--- src/rtl/rib_wbuf_bridge_pkg.sv ---
// rib_wbuf_bridge_pkg: shared state encoding and defaults for the write-buffered RIB bridge
package rib_wbuf_bridge_pkg;
  localparam int WB_DEPTH_DEF = 4;
  typedef enum logic [1:0] {
    RWB_IDLE,
    RWB_RD_REQ,
    RWB_RD_WAIT,
    RWB_RD_DONE
  } rwb_state_e;
endpackage

--- src/rtl/rib_wbuf_bridge_sync_fifo.sv ---
// sync_fifo: power-of-2 FIFO with registered storage, count output and simultaneous push/pop
module sync_fifo
  import rib_wbuf_bridge_pkg::*;
#(
  parameter int W     = 64,
  parameter int DEPTH = WB_DEPTH_DEF,
  localparam int AW   = $clog2(DEPTH)
) (
  input  logic          clk,
  input  logic          rst,
  input  logic          push_i,
  input  logic [W-1:0]  din_i,
  input  logic          pop_i,
  output logic [W-1:0]  dout_o,
  output logic [AW:0]   count_o
);
  localparam logic [AW:0] FULL = (AW+1)'(DEPTH);
  logic [W-1:0]  mem_q [DEPTH];
  logic [AW-1:0] wp_q, rp_q;
  logic [AW:0]   cnt_q, cnt_d;
  logic          do_push, do_pop;
  assign do_push = push_i && cnt_q != FULL;
  assign do_pop  = pop_i && cnt_q != '0;
  assign cnt_d   = cnt_q + (AW+1)'(do_push) - (AW+1)'(do_pop);
  assign dout_o  = mem_q[rp_q];
  assign count_o = cnt_q;
  // Storage needs no reset: the head is only consumed while the count is non-zero.
  always_ff @(posedge clk)
    if (do_push) mem_q[wp_q] <= din_i;
  always_ff @(posedge clk or negedge rst)
    if (!rst) begin
      wp_q  <= '0;
      rp_q  <= '0;
      cnt_q <= '0;
    end else begin
      wp_q  <= do_push ? wp_q + AW'(1) : wp_q;
      rp_q  <= do_pop ? rp_q + AW'(1) : rp_q;
      cnt_q <= cnt_d;
    end
endmodule

--- src/rtl/rib_wbuf_bridge.sv ---
// rib_wbuf_bridge: posts core writes into a FIFO and serialises reads behind them on a gnt/rvalid master port
module rib_wbuf_bridge
  import rib_wbuf_bridge_pkg::*;
#(
  parameter int ADDR_W   = 32,
  parameter int DATA_W   = 32,
  parameter int WB_DEPTH = WB_DEPTH_DEF
) (
  input  logic              clk,
  input  logic              rst,
  input  logic              core_req_i,
  input  logic              core_we_i,
  input  logic [ADDR_W-1:0] core_addr_i,
  input  logic [DATA_W-1:0] core_wdata_i,
  output logic [DATA_W-1:0] core_rdata_o,
  output logic              hold_o,
  output logic              m_req_o,
  output logic              m_we_o,
  output logic [ADDR_W-1:0] m_addr_o,
  output logic [DATA_W-1:0] m_wdata_o,
  input  logic              m_gnt_i,
  input  logic              m_rvalid_i,
  input  logic [DATA_W-1:0] m_rdata_i,
  output logic              wb_empty_o
);
  localparam int CW = $clog2(WB_DEPTH) + 1;
  rwb_state_e               state_q, state_d;
  logic [ADDR_W-1:0]        raddr_q, raddr_d, fifo_addr;
  logic [DATA_W-1:0]        rdata_q, rdata_d, fifo_data;
  logic [ADDR_W+DATA_W-1:0] fifo_head;
  logic [CW-1:0]            wb_cnt;
  logic                     idle, wb_full, wb_nempty, rd_req, push, pop, drain;
  assign idle      = state_q == RWB_IDLE;
  assign wb_nempty = wb_cnt != '0;
  assign wb_full   = wb_cnt == CW'(WB_DEPTH);
  assign rd_req    = core_req_i && !core_we_i;
  assign drain     = idle && wb_nempty;
  assign push      = idle && core_req_i && core_we_i && !wb_full;
  assign pop       = drain && m_gnt_i;
  assign {fifo_addr, fifo_data} = fifo_head;
  sync_fifo #(.W(ADDR_W + DATA_W), .DEPTH(WB_DEPTH)) u_fifo (
    .clk     (clk),
    .rst     (rst),
    .push_i  (push),
    .din_i   ({core_addr_i, core_wdata_i}),
    .pop_i   (pop),
    .dout_o  (fifo_head),
    .count_o (wb_cnt)
  );
  // Reads leave IDLE only once every posted write has been granted, preserving order.
  always_comb begin
    state_d = state_q;
    unique case (state_q)
      RWB_IDLE:    state_d = rd_req && !wb_nempty ? RWB_RD_REQ : RWB_IDLE;
      RWB_RD_REQ:  state_d = m_gnt_i ? RWB_RD_WAIT : RWB_RD_REQ;
      RWB_RD_WAIT: state_d = m_rvalid_i ? RWB_RD_DONE : RWB_RD_WAIT;
      RWB_RD_DONE: state_d = RWB_IDLE;
      default:     state_d = RWB_IDLE;
    endcase
  end
  assign raddr_d = idle && state_d == RWB_RD_REQ ? core_addr_i : raddr_q;
  assign rdata_d = state_q == RWB_RD_WAIT && m_rvalid_i ? m_rdata_i : rdata_q;
  always_ff @(posedge clk or negedge rst)
    if (!rst) begin
      state_q <= RWB_IDLE;
      raddr_q <= '0;
      rdata_q <= '0;
    end else begin
      state_q <= state_d;
      raddr_q <= raddr_d;
      rdata_q <= rdata_d;
    end
  assign hold_o       = (idle && core_req_i && (!core_we_i || wb_full)) ||
                        state_q == RWB_RD_REQ || state_q == RWB_RD_WAIT;
  assign m_req_o      = drain || state_q == RWB_RD_REQ;
  assign m_we_o       = drain;
  assign m_addr_o     = drain ? fifo_addr : state_q == RWB_RD_REQ ? raddr_q : '0;
  assign m_wdata_o    = drain ? fifo_data : '0;
  assign core_rdata_o = state_q == RWB_RD_DONE ? rdata_q : '0;
  assign wb_empty_o   = !wb_nempty;
endmodule
--- config.mk ---
export PLATFORM = sky130hd
export DESIGN_NAME = rib_wbuf_bridge
export DESIGN_NICKNAME = d
export VERILOG_FILES = /design/src/rtl/rib_wbuf_bridge_pkg.sv /design/src/rtl/rib_wbuf_bridge_sync_fifo.sv /design/src/rtl/rib_wbuf_bridge.sv
export SDC_FILE = /design/constraint.sdc
export NUM_CORES = 1
export LEC_CHECK = 0
export ABC_AREA = 1
export CORE_MARGIN = 2
export CORE_UTILIZATION = 28
export DETAILED_ROUTE_END_ITERATION = 10
export PLACE_DENSITY = 0.48
export SLEW_MARGIN = 20
export SYNTH_ARGS = -nofsm -noshare
export SYNTH_HDL_FRONTEND = slang
export SYNTH_SLANG_ARGS = --single-unit
--- constraint.sdc ---
create_clock -name clk -period 9.1 [get_ports clk]
set_clock_uncertainty 0.15 [all_clocks]
set_input_delay 1.82 -clock clk [delete_from_list [all_inputs] [get_ports clk]]
set_output_delay 1.82 -clock clk [all_outputs]
set_load 0.01 [all_outputs]
Yosys cells after proc, flatten, opt, wreduce, memory -nomap -nowiden. Memories as Yosys holds them, arrays and structs flattened. Cells that the tools add are included.

Bits in registers: 73. Output and inout bits: 100. Memories kept: 1. Bits of input ports: 102. Memory bits (writable): 256. Word-level logic and storage cells: 48.

Equality and inequality tests: 6. Reductions and logical operators: 21. Muxes and demuxes: 10. Add/subtract/negate cells: 4.

Memories: u_fifo.mem_q (words 4, width 64, read ports 1, clocked after memory_dff 0, write ports 1, line rib_wbuf_bridge_sync_fifo.sv:18) `logic [W-1:0] mem_q [DEPTH];`.

Operators by type and width (number): $mux W32 (4); $logic_and A1 B1 Y1 (12); $pmux W2 S4 (1); $add A2 B1 Y2 const B (2); $eq A2 B1 Y1 const B (2); $eq A2 B2 Y1 const B (2); $logic_or A1 B1 Y1 (4); $mux W1 (4); $add A3 B1 Y3 (1); $eq A3 B3 Y1 const B (1); $logic_not A1 Y1 (3); $ne A3 B3 Y1 const B (1); $reduce_bool A3 Y1 (1); $sub A3 B1 Y3 (1); $logic_not A2 Y1 (1); $mux W2 (1).

Depth between registers and ports, before layout.
Depth after elaboration: 7. Mapped depth: 10. Depth with buffers taken out: 10.

Hierarchy. From an unflattened synthesis, not the netlist that was laid out.

Cells, all modules: 1378. Area total of the unflattened synthesis: 14129.8 sq um.

Modules (own cells, without submodules): sync_fifo (cells an instance 867, area each 10453.8 sq um, times used 1); rib_wbuf_bridge (cells an instance 511, area each 3676.0 sq um, times used 1).

Least setup slack after synthesis. OpenSTA, ideal clock, no wires.

Kind: input to register. Start: input core_req_i. End: memory u_fifo.mem_q[0][0], enable pin. Stages on the path: 4. Path slack: 3.515 ns. Setup time: 0.487 ns. Buffers on the path: 0. Data required time: 8.463 ns. Data arrival time: 4.948 ns. Cells stage by stage: inv_1 > nor2_1 > nand3_1 > nor2_1.

Word-level cells in the longest chain between the ends: 6.

RTL lines: from (decl) (line rib_wbuf_bridge.sv:11) `input logic core_req_i,`; $logic_and A1 B1 Y1 (3 in a row) (line rib_wbuf_bridge.sv:38) `assign push = idle && core_req_i && core_we_i && !wb_full;`; $logic_and A1 B1 Y1 (line rib_wbuf_bridge_sync_fifo.sv:22) `assign do_push = push_i && cnt_q != FULL;`; $mux W1 (line rib_wbuf_bridge_sync_fifo.sv:29) `if (do_push) mem_q[wp_q] <= din_i;`; $mux W1 (not written as such) (line rib_wbuf_bridge_sync_fifo.sv:29); to (decl) (line rib_wbuf_bridge_sync_fifo.sv:18).

Every way passes these cells.

Final worst setup path.
Start: register u_fifo.rp_q[0]. End: output m_wdata_o[28].

Word-level cells in the longest chain between the ends: 2.

RTL lines: from (decl) (line rib_wbuf_bridge_sync_fifo.sv:19) `logic [AW-1:0] wp_q, rp_q;`; from (signal assigned) (line rib_wbuf_bridge_sync_fifo.sv:37) `rp_q <= do_pop ? rp_q + AW'(1) : rp_q;`; $mem_v2 Z4 W64; $mux W32 (line rib_wbuf_bridge.sv:78) `assign m_wdata_o = drain ? fifo_data : '0;`; to (decl) (line rib_wbuf_bridge.sv:20) `output logic [DATA_W-1:0] m_wdata_o,`.

Every way passes these cells.

==> flow_metrics.tcl <==
set metrics [dict create \
    syn_inst 1303 \
    dr.pass1.iters 4 \
    endpoint_kind "output pin" \
    initial_core_util_pct 28.3 \
    wirelength_mm 36.7 \
    overflow 0 \
    cp_data_arrival_time_ps 3790 \
    preCtsSetupSlack_ps 3540 \
    drive_gt1_share_pct 7.88 \
    die_w_um 226 \
    cp_cell_sequence "inv_4, buf_4, nand2_1, nand2_1, nand2_1, a21oi_2, clkdlybuf4s50_1" \
    cp_max_fo 79 \
    post_cts_buffers 0 \
    period_needed_ps 5760 \
    power.leakage_uw 0.00717 \
    yosys.area.top_type_share_pct 55.6 \
    slowest_stage "inv_4" \
    cts.repair.resized 0 \
    critPathMaxStageDelay_ps 800 \
    wl_per_cell_um 16.8 \
    ys_seq_area_share_pct 68.8 \
    synth_area_leader_cell "edfxtp_1" \
    synth_edf_count 256 \
    drtAntennaViolNets 0 \
    yosys_warnings 0 \
    dieArea_mm2 0.0512 \
    hpwl_mm 20.3 \
    fin_setup_tns_ps 0 \
    grt_max_degree 84 \
    areaGrowthSynthToFinish_pct 28.5 \
    finalNetCount 1598 \
    hold_path.class "flop to flop" \
    htreeDepth 2 \
    core_area_mm2 0.0488 \
    portBuffers 201 \
    final_max_slew_viol_count 0 \
    numCtsBuffers 41 \
    final_core_util_pct 36.3 \
    cts_tree "done" \
    first_iter_violations 393 \
    hold-worst-slack_ps 345 \
    cts-root-buf "clkbuf_16" \
    synth_area_mm2 0.0138 \
    synth_area_leaders "edfxtp_1 56%, dfrtp_1 13%, nand2_1 13%, nand3_1 4.9%, inv_1 3.1%" \
    critPathRequiredTime_ps 7130 \
    max_slew_margin_pct 30.4 \
    clkTransAtPathRegs_ps 60 \
    grt_pass1_wl_mm 56.1 \
    cp-start-kind "flop" \
    path_buf_inv 3 \
    drv_cap 0 \
    drc 0 \
    io_pins 202 \
    tightestPinTransition_ps 1040 \
    cp_top_family "buffers and inverters" \
    antenna_found_initial 4 \
    synth_area_per_cell_um2 10.6 \
    routabilityCongestion 0.707 \
    die_y_um 226 \
    max_freq_ghz 0.173 \
    avgViaCountPerCell 4.29 \
    async_flop_share_pct 22.2 \
    first_global_vias 9378 \
    diodes 0 \
    numClockSinks 329 \
    worst_slack_ps 3340 \
    cts_hold_buf 0 \
    n_fill_cell 4899 \
    grt_setup_unrepaired "false" \
    fin_crit_sh_pct 63.3 \
    status "finished clean" \
    rows 81 \
    ys.flop_type "edfxtp_1" \
    path_class "flop to output pin" \
    clk_latency_ps 560 \
    setup_viol_count_final 0 \
    ys_seq_elements 329 \
    num_vias 9369 \
    gr-usage-all-layers_pct 14.5 \
    yosys-top-cells-count "463 x nand2_1, 256 x edfxtp_1, 134 x nand3_1" \
    crit_path_frequent_cell "nand2_1" \
    synth_most_common_cell "nand2_1" \
    ir_drop_uv 149 \
    p_per_area_mw_per_mm2 339 \
    synth_cell_types 25 \
    clock_path_buffers 3 \
    syn_nets 1412 \
    hold_viol 0 \
]
[layout by cell type (no fill, tap or decap), types with 8 or more instances in the layout]
cell             count
buf_4               13
clkdlybuf4s50_1    200
nand3_1            133
a21oi_1             37
edfxtp_1           256
o21ai_0             33
clkbuf_1             8
dfrtp_1             71
clkinv_1            11
a21oi_2             29
clkbuf_16           41
inv_1              113
nand2_1            462
nor2_1              65
[worst paths after layout]
kind / from / to / slack (ps) / cells after the start
min in group asynchronous: rst / raddr_q[28] / 960 / 1
worst max-delay path: u_fifo.rp_q[0] / m_wdata_o[28] / 3340 / 7
worst max register to register: state_q[1] / u_fifo.mem_q[3][60] / 5810 / 6
max in group asynchronous: rst / u_fifo.rp_q[0] / 6660 / 2
worst min-delay path: raddr_q[1] / raddr_q[1] / 350 / 2
worst min register to register: raddr_q[1] / raddr_q[1] / 350 / 2
[routing by layer]
layer | vias up | share of wire, % | GRT usage (%) | routed length [um]
met3 | 58 | 7.4 | 5.14 | 2730
met4 | 8 | 1.9 | 3.63 | 694
li1 | 4661 | - | - | -
met1 | 4425 | 46 | 19.0 | 16800
met5 | - | 0.15 | 0 | 55
met2 | 217 | 45 | 22.8 | 16400
[report_power, final]
part | internal (uW) | switching (uW) | total, uW
sequential | 1910 | 189 | 2100
combinational | 945 | 1370 | 2320
clock | 961 | 648 | 1610
[tightest hold or removal path, cell delays in order (launching register included)]
cell and delay (ps):
dfrtp_1 330, o21ai_0 70, nand2_1 50
[sequential cells by signal, indices dropped and copies added (netlist names)]
name and cells:
u_fifo.mem_q 256, u_fifo.wp_q 2, u_fifo.count_o 3, u_fifo.rp_q 2
rdata_q 32, state_q 2, raddr_q 32
[stage by stage]
| step | std cells | power, uW | instance area (um^2) |
|---|---|---|---|
| final | 2186 | 6020 | 17800 |
| after global routing | 2186 | 6440 | 17800 |
| after CTS | 2186 | 6140 | 17800 |
| after detailed placement | 2110 | 4510 | 16400 |
| after global placement | 2110 | 4490 | 16400 |
| after floorplan | 1303 | 3390 | 13800 |
[cells by family after synthesis]
| group | after synthesis | share of synthesized area (%) |
|---|---|---|
| simple gates | 675 | 19.9 |
| flops | 329 | 68.8 |
| buf+inv | 189 | 5.94 |
| compound gates | 100 | 4.49 |
| fa+ha+maj | 7 | 0.688 |
| xor+xnor | 3 | 0.190 |
[area by class of cell]
cell class / count / area, um^2 / share of cell area (%)
clock buffer: 51 / 1080 / 6.10
clock inverter: 25 / 245 / 1.38
inverter: 119 / 449 / 2.53
multi-input combinational: 785 / 3520 / 19.9
sequential: 329 / 9520 / 53.6
tap: 664 / 831 / 4.68
timing repair buffer: 213 / 2100 / 11.8
Note: power is estimated with default switching activity, not from simulation.
